[config.mk]
export PLATFORM = sky130hd
export DESIGN_NAME = scan_sequencer_flat
export DESIGN_NICKNAME = d
export VERILOG_FILES = /design/src/rtl/scan_sequencer_pkg.sv /design/src/rtl/scan_sequencer_if.sv /design/src/rtl/scan_sequencer_next_ch.sv /design/src/rtl/scan_sequencer.sv /design/src/flat_wrapper.sv
export SDC_FILE = /design/constraint.sdc
export NUM_CORES = 1
export LEC_CHECK = 0
export BUFFER_PORTS_ARGS = -buffer_cell sky130_fd_sc_hd__buf_2
export CORE_MARGIN = 2
export CORE_UTILIZATION = 53
export CTS_CLUSTER_SIZE = 14
export DETAILED_ROUTE_END_ITERATION = 16
export PLACE_DENSITY = 0.82
export SETUP_SLACK_MARGIN = 0.2
export SLEW_MARGIN = 15
export SYNTH_ARGS = -nofsm -noshare
export SYNTH_HDL_FRONTEND = slang
export SYNTH_SLANG_ARGS = --single-unit
[constraint.sdc]
create_clock -name clk -period 5.07 [get_ports clk]
set_input_delay 1.2675 -clock clk [delete_from_list [all_inputs] [get_ports clk]]
set_output_delay 1.2675 -clock clk [all_outputs]
set_load 0.05 [all_outputs]
[src/rtl/scan_sequencer_pkg.sv]
// Shared types and sizing for the channel-scan sequencer.
package scan_pkg;

  localparam int NUM_CH = 8;
  localparam int SEL_W  = 3;

  typedef enum logic [1:0] {
    IDLE   = 2'd0,
    ACTIVE = 2'd1,
    BLANK  = 2'd2
  } scan_state_t;

endpackage

[src/rtl/scan_sequencer_if.sv]
// Control/status bundle between a scan sequencer and whoever drives it.
// Inputs are level signals sampled on every rising clk edge; there is no
// valid/ready pair, and start/stop take effect on the edge that samples them.
interface scan_sequencer_if
  import scan_pkg::*;
#(
  parameter int DIV_W = 16
);

  logic              start;
  logic              stop;
  logic              single;
  logic [NUM_CH-1:0] mask;
  logic [DIV_W-1:0]  div_val;
  logic [SEL_W-1:0]  sel;
  logic              sel_en;
  logic              busy;
  logic              frame_done;
  scan_state_t       state;

  modport master (
    output start, stop, single, mask, div_val,
    input  sel, sel_en, busy, frame_done, state
  );

  modport slave (
    input  start, stop, single, mask, div_val,
    output sel, sel_en, busy, frame_done, state
  );

endinterface

[src/rtl/scan_sequencer_next_ch.sv]
// Next enabled channel after sel (wrapping 7->0), via rotate then
// lowest-bit priority encode.
module scan_next_ch
  import scan_pkg::*;
(
  input  logic [NUM_CH-1:0] mask,
  input  logic [SEL_W-1:0]  sel,
  output logic [SEL_W-1:0]  next_sel,
  output logic              wrap,
  output logic              none
);

  logic [2*NUM_CH-1:0] doubled;
  logic [NUM_CH-1:0]   rot;
  logic [SEL_W:0]      shift;
  logic [SEL_W-1:0]    off;

  always_comb begin
    shift   = (SEL_W+1)'(sel) + (SEL_W+1)'(1);
    doubled = {mask, mask} >> shift;
    rot     = doubled[NUM_CH-1:0];
    off     = '0;
    // Descending loop so the lowest set bit is the one that sticks.
    for (int i = NUM_CH - 1; i >= 0; i--) begin
      if (rot[i]) off = SEL_W'(i);
    end
    next_sel = sel + SEL_W'(1) + off;
    wrap     = (next_sel <= sel);
    none     = (mask == '0);
  end

endmodule

[src/rtl/scan_sequencer.sv]
// Channel-scan controller feeding a 3:8 enable decoder: dwell on each enabled
// channel, blank between channels, continuous or single-frame.
module scan_sequencer
  import scan_pkg::*;
#(
  parameter int BLANK_CYCLES = 2,
  parameter int DIV_W        = 16
) (
  input logic             clk,
  input logic             rst,
  scan_sequencer_if.slave bus
);

  localparam logic [3:0] BLANK_LOAD = 4'(BLANK_CYCLES - 1);

  scan_state_t      state;
  logic [SEL_W-1:0] sel_q;
  logic             sel_en_q;
  logic             busy_q;
  logic             frame_done_q;
  logic             single_q;
  logic [DIV_W-1:0] dwell_cnt;
  logic [3:0]       blank_cnt;

  logic [SEL_W-1:0] search_from;
  logic [SEL_W-1:0] next_sel;
  logic             next_wrap;
  logic             next_none;
  logic [DIV_W-1:0] dwell_load;

  // From IDLE, searching upward from channel 7 yields the lowest set bit.
  assign search_from = (state == IDLE) ? SEL_W'(NUM_CH - 1) : sel_q;
  assign dwell_load  = (bus.div_val == '0) ? '0 : bus.div_val - DIV_W'(1);

  scan_next_ch u_next_ch (
    .mask     (bus.mask),
    .sel      (search_from),
    .next_sel (next_sel),
    .wrap     (next_wrap),
    .none     (next_none)
  );

  always_ff @(posedge clk) begin
    if (rst) begin
      state        <= IDLE;
      sel_q        <= '0;
      sel_en_q     <= 1'b0;
      busy_q       <= 1'b0;
      frame_done_q <= 1'b0;
      single_q     <= 1'b0;
      dwell_cnt    <= '0;
      blank_cnt    <= '0;
    end else if (bus.stop) begin
      state        <= IDLE;
      sel_en_q     <= 1'b0;
      busy_q       <= 1'b0;
      frame_done_q <= 1'b0;
    end else begin
      frame_done_q <= 1'b0;
      unique case (state)
        IDLE: begin
          if (bus.start && !next_none) begin
            state     <= ACTIVE;
            sel_q     <= next_sel;
            sel_en_q  <= 1'b1;
            busy_q    <= 1'b1;
            single_q  <= bus.single;
            dwell_cnt <= dwell_load;
          end
        end
        ACTIVE: begin
          if (dwell_cnt == '0) begin
            state     <= BLANK;
            sel_en_q  <= 1'b0;
            blank_cnt <= BLANK_LOAD;
          end else begin
            dwell_cnt <= dwell_cnt - DIV_W'(1);
          end
        end
        BLANK: begin
          if (blank_cnt != '0) begin
            blank_cnt <= blank_cnt - 4'd1;
          end else if (next_none) begin
            state  <= IDLE;
            busy_q <= 1'b0;
          end else if (next_wrap && single_q) begin
            state        <= IDLE;
            busy_q       <= 1'b0;
            frame_done_q <= 1'b1;
          end else begin
            // sel only moves here, while sel_en is still low.
            state        <= ACTIVE;
            sel_q        <= next_sel;
            sel_en_q     <= 1'b1;
            dwell_cnt    <= dwell_load;
            frame_done_q <= next_wrap;
          end
        end
        default: begin
          state    <= IDLE;
          sel_en_q <= 1'b0;
          busy_q   <= 1'b0;
        end
      endcase
    end
  end

  assign bus.sel        = sel_q;
  assign bus.sel_en     = sel_en_q;
  assign bus.busy       = busy_q;
  assign bus.frame_done = frame_done_q;
  assign bus.state      = state;

endmodule

[src/flat_wrapper.sv]
// flat-port wrapper written by rule: the top's interface ports become plain ports
module scan_sequencer_flat import scan_pkg::*;
#(
  parameter int BLANK_CYCLES = 2,
  parameter int DIV_W        = 16
)
  (clk, rst, bus_start, bus_stop, bus_single, bus_mask, bus_div_val, bus_sel, bus_sel_en, bus_busy, bus_frame_done, bus_state);
  scan_sequencer_if #(.DIV_W(DIV_W)) bus_i ();
  input logic clk;
  input logic rst;
  input wire logic [$bits(bus_i.start)-1:0] bus_start;
  input wire logic [$bits(bus_i.stop)-1:0] bus_stop;
  input wire logic [$bits(bus_i.single)-1:0] bus_single;
  input wire logic [$bits(bus_i.mask)-1:0] bus_mask;
  input wire logic [$bits(bus_i.div_val)-1:0] bus_div_val;
  output wire logic [$bits(bus_i.sel)-1:0] bus_sel;
  output wire logic [$bits(bus_i.sel_en)-1:0] bus_sel_en;
  output wire logic [$bits(bus_i.busy)-1:0] bus_busy;
  output wire logic [$bits(bus_i.frame_done)-1:0] bus_frame_done;
  output wire logic [$bits(bus_i.state)-1:0] bus_state;
  assign bus_i.start = bus_start;
  assign bus_i.stop = bus_stop;
  assign bus_i.single = bus_single;
  assign bus_i.mask = bus_mask;
  assign bus_i.div_val = bus_div_val;
  assign bus_sel = bus_i.sel;
  assign bus_sel_en = bus_i.sel_en;
  assign bus_busy = bus_i.busy;
  assign bus_frame_done = bus_i.frame_done;
  assign bus_state = bus_i.state;
  scan_sequencer #(.BLANK_CYCLES(BLANK_CYCLES), .DIV_W(DIV_W)) u_core (.clk(clk), .rst(rst), .bus(bus_i));
endmodule
==> flow_metrics.env <==
export IMPL_status="finished, final reports clean"
export IMPL_fp_dieArea_um2=6040
export IMPL_path_common_cell="a21oi_1"
export IMPL_placed_cell_area_um2=3240
export IMPL_maxSlewHeadroom_pct=25.6
export IMPL_postLayoutCoreUtil_pct=68.1
export IMPL_crit_slowest_cell="fa_2"
export IMPL_avgSynthCellArea_um2=7.66
export IMPL_dp_cells=486
export IMPL_dp_hpwl_um=5680
export IMPL_holdWs_ns=0.497
export IMPL_clk_path_buf_depth=2
export IMPL_worst_setup_path_end_kind="register"
export IMPL_synth_area_um2=2880
export IMPL_max_cap_viol_count=0
export IMPL_crit_chain="buf_2 > or2_2 > a21oi_1 > a211oi_1 > a221oi_2 > nand3_1 > a21oi_1 > nor3_2 > fa_2 > xnor2_2 > xor2_1 > inv_1 > ha_4 > a31oi_2 > o221ai_2 > a21oi_4 > o21ai_1 > a21oi_2 > mux2_2"
export IMPL_synthFlopType="dfxtp_1"
export IMPL_drtIter0Drc=290
export IMPL_die_w_um=77.7
export IMPL_pre_cts_ws_ns=-0.204
export IMPL_finalSetupViolCount=0
export IMPL_core_area_um2=5170
export IMPL_slew_violations=0
export IMPL_cp_data_arrival_time_ns=4.98
export IMPL_cp_slowest_stage_delay_ns=0.37
export IMPL_yosys_warnings=0
export IMPL_via_per_inst=6.35
export IMPL_setup_ws_ns=0.264
export IMPL_drc=0
export IMPL_hold_class="register to register"
export IMPL_cts_buffers_inserted=5
export IMPL_insertion_delay_ns=0.29
export IMPL_rsz0062_at_grt="true"
export IMPL_synth_cell_types=71
export IMPL_fin_cells=494
export IMPL_crit_path_max_fanout=4
export IMPL_power_total_mw=0.862
export IMPL_ios=37
export IMPL_final_area_um2=3520
export IMPL_worst_pin_slew_ns=1.11
export IMPL_wl_per_cell_um=16.0
export IMPL_grt_pass1_vias=2912
export IMPL_grt_first_pass_wirelength_um=13100
export IMPL_dieHeight_um=77.7
export IMPL_synth_enable_flop_cells=0
export IMPL_power_leakage_nw=1.36
export IMPL_nets=459
export IMPL_skew_ns=0.00769
export IMPL_vias=3135
export IMPL_clkSinkCount=29
export IMPL_syn_to_final_growth_pct=22.3
export IMPL_diodes=0
export IMPL_first_pass_iters=5
export IMPL_clock_fmax_mhz=208
export IMPL_grt_max_degree=28
export IMPL_grtUsageTotal_pct=26.2
export IMPL_synth_nets=412
export IMPL_cts_tree="yes"
export IMPL_gp_congestion=0.936
export IMPL_start_util_pct=55.7
export IMPL_powerDensity_nw_per_um2=245
export IMPL_hold_violations=0
export IMPL_ant_nets=0
export IMPL_drive_gt1_share_pct=30.7
export IMPL_cts_clk_slew_worst_paths_ns=0.07
export IMPL_ys_ff_latch=29
export IMPL_synth_async_reset_ratio_pct=0
export IMPL_h_tree_depth=2
export IMPL_seq_area_frac_synth_pct=20.2
export IMPL_antenna_found_initial=0
export IMPL_crit_type="primary input to register"
export IMPL_overflow=0
export IMPL_crit_required_ns=5.25
export IMPL_wl_um=7880
export IMPL_io_buffers=36
export IMPL_syn_inst=376
export IMPL_setup_tns_ns=0
export IMPL_cts_root_buf="clkbuf_8"
export IMPL_cp_start_kind="primary input"
export IMPL_vdd_drop_max_mv=0.105
export IMPL_fin_crit_sh_pct=94.8
export IMPL_min_period_ns=4.81
export IMPL_rows=26
[Yosys cell counts (all sizes together), types with 8 or more instances]
cell type	n	area (µm²)
o21ai	21	105
nor2	47	186
clkbuf	8	30.0
xor2	15	131
a21oi	40	219
buf	10	86.3
o32ai	13	189
nor3	14	80.1
a22oi	10	75.1
nand2	31	116
dfxtp	29	581
nor4	8	71.3
inv	20	82.6
[cell families (layout without fill, tap and decap cells)]
family / Yosys count / after routing / synth area share [%]
muxes: 6 / 6 / 2.26
and+or+nand+nor: 138 / 138 / 24.3
DFF: 29 / 29 / 20.2
buffers and inverters: 38 / 86 / 6.91
AOI/OAI and AO/OA: 138 / 138 / 37.0
xor gates and xnor gates: 20 / 20 / 6.08
adders and majority gates: 7 / 7 / 3.30
[worst max-delay path: cells and delay by family]
kind / cells / cell delay, ns
multiplexers: 1 / 0.36
buffers and inverters: 2 / 0.22
adder cells (fa/ha/maj): 2 / 0.62
XOR/XNOR: 2 / 0.33
AO/OA/AOI/OAI: 9 / 1.67
AND/OR/NAND/NOR: 3 / 0.50
[report_power, final]
group | internal, mW | switching (mW) | leakage (nW) | total, mW
clock network | 0.160 | 0.0947 | 0.0585 | 0.255
registers | 0.243 | 0.0202 | 0.238 | 0.263
logic | 0.140 | 0.204 | 1.07 | 0.344
total | 0.543 | 0.319 | 1.36 | 0.862
[flip-flops by register name, summed over array words and instances, names as in the netlist]
register               flops
u_core.dwell_cnt          16
u_core.blank_cnt           4
u_core.bus.sel             3
u_core.bus.state           2
u_core.bus.busy            1
u_core.bus.frame_done      1
u_core.bus.sel_en          1
u_core.single_q            1
[cell usage in the layout, fill, tap and decap left out, drive strengths merged, types with 7 or more instances in the layout]
cell type | netlist | routed
a22oi | 10 | 10
dfxtp | 29 | 29
nor4 | 8 | 8
a31oi | 7 | 7
o21ai | 21 | 21
clkbuf | 8 | 7
a21oi | 40 | 40
inv | 20 | 20
nor3 | 14 | 14
buf | 10 | 58
nand2 | 31 | 31
nor2 | 47 | 47
xor2 | 15 | 15
nand2b | 7 | 7
o32ai | 13 | 13
[area by class of cell]
class | instances | area (µm²)
flip-flops and latches | 29 | 583
multi-input cells | 309 | 2270
repair buffers | 58 | 385
clock inverters | 1 | 30.0
inverters | 20 | 82.6
well taps | 70 | 87.6
clock buffers | 7 | 86.3
fillers | 415 | 1650
[timing repair]
item	in CTS	in global routing
buffers inserted	0	0
setup endpoints to repair	15	22
resized for setup	5	33
pin swaps	1	8
hold buffers	0	0
[final timing paths]
kind / start / to / slack (ns) / depth (start not counted)
setup / recovery: bus_mask[3] / u_core.bus.sel[0]$_SDFFE_PP0P_ / 0.26 / 19
setup reg to reg: u_core.bus.state[0]$_SDFFE_PP0P_ / u_core.bus.sel[0]$_SDFFE_PP0P_ / 0.47 / 19
hold / removal: u_core.dwell_cnt[1]$_SDFFE_PP0P_ / u_core.dwell_cnt[1]$_SDFFE_PP0P_ / 0.50 / 2
hold reg to reg: u_core.dwell_cnt[1]$_SDFFE_PP0P_ / u_core.dwell_cnt[1]$_SDFFE_PP0P_ / 0.50 / 2
[routing by layer]
metal,global-route usage (%),up-vias,wire length [µm]
met5,0,-,0
met4,9.64,0,154
li1,-,1496,-
met1,35.1,1485,3390
met3,4.53,17,514
met2,42.2,137,3820
Power figures use the tool's default switching activity.
